<file path="src/rtl/fpu_core_arbiter.sv">
// rtl/fpu_core_arbiter.sv - round-robin NB_CORES-to-one FPU front end with in-order response routing
// Optional macro FPU_ARB_ERR_CHECK_EN: drop unexpected responses and raise a sticky err_o.
module fpu_core_arbiter #(
    parameter int NB_CORES      = 4,
    parameter int DATA_WIDTH    = 32,
    parameter int NB_ARGS       = 3,
    parameter int OPCODE_WIDTH  = 6,
    parameter int DSFLAGS_WIDTH = 15,
    parameter int USFLAGS_WIDTH = 5,
    parameter int MAX_INFLIGHT  = 4
) (
    input  logic                                           clk,
    input  logic                                           rst,
    input  logic [NB_CORES-1:0]                            core_req_i,
    output logic [NB_CORES-1:0]                            core_gnt_o,
    input  logic [NB_CORES-1:0][NB_ARGS-1:0][DATA_WIDTH-1:0] core_operands_i,
    input  logic [NB_CORES-1:0][OPCODE_WIDTH-1:0]          core_op_i,
    input  logic [NB_CORES-1:0][DSFLAGS_WIDTH-1:0]         core_flags_i,
    input  logic [NB_CORES-1:0]                            core_rready_i,
    output logic [NB_CORES-1:0]                            core_rvalid_o,
    output logic [DATA_WIDTH-1:0]                          core_rdata_o,
    output logic [USFLAGS_WIDTH-1:0]                       core_rflags_o,
    output logic                                           fpu_req_o,
    input  logic                                           fpu_gnt_i,
    output logic [NB_ARGS-1:0][DATA_WIDTH-1:0]             fpu_operands_o,
    output logic [OPCODE_WIDTH-1:0]                        fpu_op_o,
    output logic [DSFLAGS_WIDTH-1:0]                       fpu_flags_o,
    output logic                                           fpu_rready_o,
    input  logic                                           fpu_rvalid_i,
    input  logic [DATA_WIDTH-1:0]                          fpu_rdata_i,
    input  logic [USFLAGS_WIDTH-1:0]                       fpu_rflags_i,
    output logic                                           err_o
);
    localparam int IDW = $clog2(NB_CORES);
    localparam int PW  = $clog2(MAX_INFLIGHT);

    logic [IDW-1:0] rr_ptr;
    logic [IDW-1:0] locked_idx;
    logic           lock;
    logic [IDW-1:0] winner;
    logic [IDW-1:0] id_fifo [MAX_INFLIGHT];
    logic [PW-1:0]  rd_ptr;
    logic [PW-1:0]  wr_ptr;
    logic [PW:0]    count;
    logic           blocked;
    logic           hs;
    logic           have_head;
    logic [IDW-1:0] head;
    logic           rsp;
    logic           push;
    logic           pop;

    // Round-robin search from rr_ptr; a locked (offered but ungranted) request keeps its slot.
    always_comb begin
        int       idx;
        logic     found;
        logic [IDW-1:0] cand;
        winner = rr_ptr;
        found  = 1'b0;
        idx    = 0;
        cand   = '0;
        if (lock) begin
            winner = locked_idx;
        end else begin
            for (int k = 0; k < NB_CORES; k++) begin
                idx = int'(rr_ptr) + k;
                if (idx >= NB_CORES) idx = idx - NB_CORES;
                cand = IDW'(idx);
                if (!found && core_req_i[cand]) begin
                    winner = cand;
                    found  = 1'b1;
                end
            end
        end
    end

    assign blocked        = (count == (PW+1)'(MAX_INFLIGHT));
    assign fpu_req_o      = (|core_req_i) && !blocked;
    assign hs             = fpu_req_o && fpu_gnt_i;
    assign fpu_operands_o = core_operands_i[winner];
    assign fpu_op_o       = core_op_i[winner];
    assign fpu_flags_o    = core_flags_i[winner];
    assign core_rdata_o   = fpu_rdata_i;
    assign core_rflags_o  = fpu_rflags_i;

    always_comb begin
        core_gnt_o = '0;
        if (hs) core_gnt_o[winner] = 1'b1;
    end

    // With an empty FIFO, the op being granted this cycle can receive its response in the same cycle.
    always_comb begin
        have_head     = 1'b0;
        head          = '0;
        core_rvalid_o = '0;
        fpu_rready_o  = 1'b0;
        if (count != '0) begin
            have_head = 1'b1;
            head      = id_fifo[rd_ptr];
        end else if (hs) begin
            have_head = 1'b1;
            head      = winner;
        end
        if (have_head) begin
            core_rvalid_o[head] = fpu_rvalid_i;
            fpu_rready_o        = core_rready_i[head];
        end else begin
`ifdef FPU_ARB_ERR_CHECK_EN
            fpu_rready_o = fpu_rvalid_i;
`endif
        end
    end

    assign rsp  = fpu_rvalid_i && fpu_rready_o && have_head;
    assign pop  = rsp && (count != '0);
    assign push = hs && !(rsp && (count == '0));

    always_ff @(posedge clk) begin
        if (rst) begin
            rr_ptr     <= '0;
            lock       <= 1'b0;
            locked_idx <= '0;
            rd_ptr     <= '0;
            wr_ptr     <= '0;
            count      <= '0;
        end else begin
            if (hs) begin
                rr_ptr <= (winner == IDW'(NB_CORES - 1)) ? '0 : winner + IDW'(1);
                lock   <= 1'b0;
            end else if (fpu_req_o) begin
                lock       <= 1'b1;
                locked_idx <= winner;
            end
            if (push) begin
                id_fifo[wr_ptr] <= winner;
                wr_ptr          <= wr_ptr + PW'(1);
            end
            if (pop) rd_ptr <= rd_ptr + PW'(1);
            case ({push, pop})
                2'b10:   count <= count + (PW+1)'(1);
                2'b01:   count <= count - (PW+1)'(1);
                default: count <= count;
            endcase
        end
    end

`ifdef FPU_ARB_ERR_CHECK_EN
    logic err;
    always_ff @(posedge clk) begin
        if (rst) begin
            err <= 1'b0;
        end else if ((fpu_rvalid_i && !have_head) || (lock && !core_req_i[locked_idx])) begin
            err <= 1'b1;
        end
    end
    assign err_o = err;
`else
    assign err_o = 1'b0;
`endif

endmodule

</file>
<file path="config.mk">
export PLATFORM = sky130hd
export DESIGN_NAME = fpu_core_arbiter
export DESIGN_NICKNAME = d
export VERILOG_FILES = /design/src/rtl/fpu_core_arbiter.sv
export SDC_FILE = /design/constraint.sdc
export NUM_CORES = 1
export LEC_CHECK = 0
export CORE_AREA = 3 3 267 269
export CTS_BUF_LIST = sky130_fd_sc_hd__clkbuf_8
export CTS_CLUSTER_DIAMETER = 60
export DETAILED_ROUTE_END_ITERATION = 8
export DIE_AREA = 0 0 270 272
export GPL_TIMING_DRIVEN = 1
export PLACE_DENSITY = 0.4
export REMOVE_ABC_BUFFERS = 1
export SYNTH_ARGS = -nofsm -noshare
export SYNTH_HDL_FRONTEND = slang
export SYNTH_SLANG_ARGS = --single-unit
export TNS_END_PERCENT = 5
</file>
<file path="constraint.sdc">
create_clock -name clk -period 10.9 [get_ports clk]
set_input_delay 2.18 -clock clk [delete_from_list [all_inputs] [get_ports clk]]
set_output_delay 2.18 -clock clk [all_outputs]
set_load 0.01 [all_outputs]
</file>
==> qor.yml, run 1 <==
status: "finished clean"
yosysSeqAreaShare: 0.0954
final_common_cell: "clkdlybuf4s50_1"
pin_count: 682
die_x_um: 270
drv_slew: 0
design.core.area_sq_um: 68800
cp_max_fo: 114
syn-instance-count: 993
crit_required_ps: 8720
min_to: "locked_idx[1]"
grt_pass1_wl_mm: 63.3
grtUsageMet1: 0.132
finalHoldViolCount: 0
viasPerCell: 3.65
h-tree-depth: 1
final_cell_mix: "clkdlybuf4s50_1 (606), nand2_1 (483), and3_1 (118)"
final_cells: 2429
synth_edf_count: 8
layout_min_cycle_time_ps: 8500
cts_resized: 0
layout-drive-gt1-share: 0.0228
drc: 0
syn2layout_area_growth_pct: 125
tightest_slew_ps: 940
post_cts.repair.setup_buffers: 0
cts_tree: "done"
postCtsHoldBufs: 0
initial_core_util: 0.0793
grt.met3_usage: 0.0669
top_usage_layer: "met2"
hold_depth: 2
cts.sinks: 22
dpl.hpwl_mm: 36.8
rr_startpoint: "rr_ptr[1]"
pre_cts_ws_ps: 2300
yosysWarnings: 0
row_count: 96
slew_headroom: 0.365
ys_ff_latch: 22
final_util: 0.178
fin_skew_ps: 9.41
wl_per_cell_um: 18.6
min_path_type: "flip-flop to flip-flop"
root_buffer: "clkbuf_8"
cts_buffer_depth: 2
cp-end-kind: "primary output"
reg2regPathDepth: 14
numCtsBuffers: 3
r2r_end: "count[2]"
fin_ws_ps: 2400
syn_avg_cell_area_sq_um: 5.49
final_antenna_net_count: 0
global_route.usage.total: 0.114
final.period_utilization: 0.780
rrSetupSlack_ps: 6390
cp-start-kind: "input port"
p_leak_nw: 4.90
portBuffers: 606
dr.pass1.iters: 5
initialDrtViolationCount: 380
synthArstFlopShare: 0
grt_setup_unrepaired: "false"
synth_area_sq_um: 5460
dieHeight_um: 272
peakVddDrop_uv: 73.1
p_per_area_nw_per_um2: 117
crit_type: "input port to primary output"
dp_cells: 2420
antenna_found_initial: 10
grt_overflow: 0
hp-start: "locked_idx[1]"
ys_types: 57
cts.reportedPaths.clkPinSlew_ps: 70
crit_arrival_ps: 6320
totalWireLength_mm: 45.1
met2_usage: 0.188
vias: 8872
synthFlopType: "dfxtp_1"
grt_max_degree: 115
place.gp.congestion: 0.847
finalSetupViolations: 0
fin_setup_tns_ps: 0
grt_pass1_vias: 9129
fp.dieArea_sq_um: 73400
max_cap_violations: 0
clock_latency_ps: 270
fmax_ghz: 0.118
layout.nets: 2021
## cells by family (layout without fill, tap and decap cells)
logic type,after synthesis,in the layout,share of synthesized area
mux,10,10,0.0238
flops,22,22,0.0954
simple gates,658,658,0.532
xor+xnor,2,2,0.00321
fa+ha+maj,10,10,0.0243
other cells,1,6,0.000687
compound gates,157,157,0.194
buf+inv,133,633,0.127
## worst max path at each step
| stage | startpoint | to | slack, ps | cells after the start |
|---|---|---|---|---|
| finish | core_req_i[0] | fpu_operands_o[92] | 2400 | 11 |
| global route | core_req_i[3] | fpu_operands_o[88] | 2060 | 10 |
| CTS | core_req_i[0] | fpu_operands_o[88] | 2290 | 10 |
| detailed placement | core_req_i[0] | fpu_operands_o[88] | 2300 | 10 |
| global placement | core_req_i[3] | fpu_rready_o | 2290 | 11 |
| floorplan | core_req_i[2] | core_gnt_o[2] | -3480 | 7 |
## layer usage
layer	wire length, um	share of wire
met4	473	0.010
met2	20900	0.46
met5	47	0.0010
met3	6010	0.13
met1	17700	0.39
## critical path, stage by stage
cell             delay (ps)
clkdlybuf4s50_1         640
or3b_2                  490
a21oi_1                 270
a2111oi_4               110
nor2_4                  740
inv_8                   400
buf_4                   440
nand2_1                 100
and3_1                  150
a31oi_1                  60
clkdlybuf4s50_1         540
## cell type report
| cell class | instances | area, sq um |
|---|---|---|
| fill | 7872 | 56600 |
| timing repair buffer | 617 | 6190 |
| multi-input combinational | 838 | 4260 |
| tap | 931 | 1160 |
| sequential | 22 | 520 |
| inverter | 12 | 55.1 |
| clock buffer | 3 | 41.3 |
| clock inverter | 1 | 30.0 |
| antenna | 5 | 12.5 |
## cell usage after synthesis, types with 3 or more instances
| library cell | count | area, sq um |
|---|---|---|
| o211ai_1 | 3 | 22.5 |
| nand2b_1 | 3 | 18.8 |
| and2_1 | 6 | 37.5 |
| a31oi_1 | 117 | 732 |
| buf_2 | 29 | 145 |
| a22oi_1 | 3 | 22.5 |
| mux2i_1 | 4 | 40.0 |
| inv_1 | 10 | 37.5 |
| nand4_1 | 3 | 18.8 |
| buf_4 | 40 | 300 |
| ha_1 | 9 | 113 |
| nor2_1 | 21 | 78.8 |
| and3_1 | 118 | 738 |
| clkbuf_1 | 48 | 180 |
| nor3b_2 | 4 | 50.1 |
| nor2b_1 | 5 | 31.3 |
| edfxtp_1 | 8 | 240 |
| mux2_1 | 4 | 45.0 |
| nand2_1 | 483 | 1810 |
| a21oi_1 | 13 | 65.1 |
| dfxtp_1 | 14 | 280 |
| buf_1 | 3 | 11.3 |
## registers in the layout (all words and copies together), names as in the netlist, named ones only
register	cells
count	3
id_fifo	8
lock	1
locked_idx	2
rd_ptr	2
rr_ptr	2
wr_ptr	2
## through the flow
step           total power [mW]  hold WS, ps  instance area [sq um]
4_1_cts                    1.46          499                  12300
2_1_floorplan             0.696          469                   4810
5_1_grt                    1.55          514                  12300
3_5_place_dp               1.38          488                  12200
3_3_place_gp               1.37          487                  12200
6_report                   1.43          494                  12300
## power by group
part	leakage (nW)	total, mW	internal, mW	switching, mW
combinational	4.68	1.24	0.619	0.619
sequential	0.189	0.118	0.103	0.0157
clock	0.0357	0.0763	0.0491	0.0272
total	4.90	1.43	0.771	0.662
(Power assumes the default switching activity.)
==> run 2: changes to the inputs <==
- CORE_AREA: 3 3 267 269 -> 3 3 261 263
- DIE_AREA: 0 0 270 272 -> 0 0 264 266
- PLACE_DENSITY: 0.4 -> 0.41
- clock period: 10.9 -> 8.4 ns (I/O delays scaled with it)
==> run 2 against run 1 <==
Net effect:
- utilization up 0.63 points
- register-to-register slack worse by 2000 ps
- global-route usage up 1.0 points
- sequential power up 31%
- final area down 0.90%
- non-clock buffer count up 3
- critical path depth unchanged
- wire length up 4.2%
- worst setup slack worse by 1100 ps
- final cell count down 2.8%
- via count up 0.73%
- first-iteration DRC count up 2.6%
==> qor.yml, run 2 (synthesis results as in run 1) <==
drc: 0  # unchanged
place_area_sq_um: 12100  # -0.61%
portBuffers: 606  # unchanged
p_per_area_nw_per_um2: 152  # +30%
cp_max_fo: 134  # +18%
peakVddDrop_uv: 75.5  # +3.3%
antenna_found_initial: 3  # -7
cp-end-kind: "primary output"
hold_ws_ps: 499  # +5.33 ps
cts_resized: 0  # unchanged
vias: 8937  # +0.73%
fmax_ghz: 0.140
finalSetupViolations: 0  # unchanged
row_count: 94  # -2.1%
fp.dieArea_sq_um: 70200  # -4.4%
path_delay_family: "buffers and inverters"
reg_top3: "id_fifo (8), count (3)"
crit_type: "input port to primary output"
grt_setup_unrepaired: "false"
global_route.usage.total: 0.124  # +0.00997
status: "finished clean"
die_x_um: 264  # -2.2%
totalWireLength_mm: 47.1  # +4.2%
final.period_utilization: 0.848
min_path_type: "flip-flop to flip-flop"
pre_cts_ws_ps: 1250  # -1050 ps
cp_slowest_stage_delay_ps: 650  # -90 ps
numCtsBuffers: 3  # unchanged
grt_max_degree: 145  # +26%
cp_slowest_cell: "clkdlybuf4s50_1"
tightest_slew_ps: 1000  # +60.2 ps
wl_per_cell_um: 19.9  # +7.2%
post_cts.repair.setup_buffers: 0  # unchanged
cp_common_cell: "clkdlybuf4s50_1"
largest_reg_flops: 8  # unchanged
root_buffer: "clkbuf_8"
initial_core_util: 0.0828  # +0.00357
final_util: 0.185  # +0.00634
cp-start-kind: "input port"
grt_pass1_wl_mm: 64.9  # +2.6%
max_flop_register: "id_fifo"
layout_min_cycle_time_ps: 7130
stdcell_area_sq_um: 12200  # -0.90%
cts.reportedPaths.clkPinSlew_ps: 80  # about the same
syn2layout_area_growth_pct: 123
dr.pass1.iters: 6  # +1
fin_setup_tns_ps: 0  # unchanged
clock_latency_ps: 260  # about the same
dieHeight_um: 266  # -2.2%
critPathBufInv: 4  # unchanged
layout.nets: 2024  # +0.15%
drv_slew: 0  # unchanged
cp_cell_sequence: "clkdlybuf4s50_1, mux2_1, o22ai_1, a2111oi_4, nor2_4, inv_8, buf_4, nand2_1, and3_1, a31oi_1, clkdlybuf4s50_1"
h-tree-depth: 1  # unchanged
p_leak_nw: 4.90  # about the same
crit_arrival_ps: 5450  # -870 ps
final_cell_mix: "clkdlybuf4s50_1 (606), nand2_1 (483), and3_1 (118)"
slew_headroom: 0.333  # -0.0320
grt_pass1_vias: 9183  # +0.59%
pin_count: 682  # unchanged
crit_required_ps: 6720  # -2000 ps
fin_skew_ps: 2.96  # -6.45 ps
dpl.hpwl_mm: 39.1  # +6.4%
postCtsHoldBufs: 0  # unchanged
initialDrtViolationCount: 390  # +2.6%
layout-drive-gt1-share: 0.0241  # +0.00129
cts_buffer_depth: 2  # unchanged
cts.sinks: 22  # unchanged
viasPerCell: 3.79  # +3.6%
fin_ws_ps: 1270  # -1120 ps
fillers: 7503  # -4.7%
design.core.area_sq_um: 65900  # -4.3%
grt_overflow: 0  # unchanged
max_cap_violations: 0  # unchanged
cts_tree: "done"
finalHoldViolCount: 0  # unchanged
final_antenna_net_count: 0  # unchanged
final_common_cell: "clkdlybuf4s50_1"
place.gp.congestion: 0.917  # +8.2%
## run 2: cell count changes in the layout (fill, tap and decap cells not counted)
| cell | change |
|---|---|
| buf_4 | +4 |
| clkinv_1 | +1 |
| diode_2 | -4 |
| bufinv_16 | -1 |
| buf_12 | -1 |
## run 2: power breakdown
group	switching, mW	leakage [nW]	total, mW	internal [mW]
registers	0.0213	0.189	0.154	0.133
logic	0.825	4.69	1.63	0.804
clock network	0.0357	0.0231	0.0684	0.0327
total	0.882	4.90	1.85	0.970
## run 2: worst reg2reg max path: cells and delay by family, from the launching register on
family                   cells  cell delay, ps
AND/OR/NAND/NOR              3             460
XOR/XNOR                     1             150
buffers and inverters        2             630
adder cells (fa/ha/maj)      2             570
flip-flops                   1             450
AO/OA/AOI/OAI                5            1670
## run 2: through the flow
| step | power (mW) | instances |
|---|---|---|
| after floorplan | 0.903 | 872 |
| after global placement | 1.81 | 2356 |
| after detailed placement | 1.81 | 2356 |
| after CTS | 1.89 | 2360 |
| after global routing | 2.00 | 2360 |
| final | 1.85 | 2361 |
## run 2: per-layer routing
metal / vias to the layer above / GRT usage / part of all wire
li1: 4332 / - / -
met1: 4134 / 0.139 / 0.38
met2: 441 / 0.208 / 0.47
met3: 26 / 0.0740 / 0.14
met4: 4 / 0.0114 / 0.0084
met5: - / 0.0176 / 0.0039
## run 2: area by class of cell
cell class	instances	area, sq um	area share
diodes	1	2.50	0.000206
repair buffers	620	6200	0.510
clock inverters	1	3.75	0.000309
well taps	864	1080	0.0889
inverters	12	55.1	0.00453
multi-input cells	838	4260	0.350
flip-flops and latches	22	520	0.0428
clock buffers	3	41.3	0.00340
## run 2: path summary, 6_finish.rpt
check | start | to | slack, ps | depth (start not counted)
setup reg to reg | rr_ptr[1] | count[2] | 4390 | 13
hold / removal | locked_idx[1] | locked_idx[1] | 500 | 2
hold reg to reg | locked_idx[1] | locked_idx[1] | 500 | 2
setup / recovery | core_req_i[0] | fpu_flags_o[7] | 1270 | 11
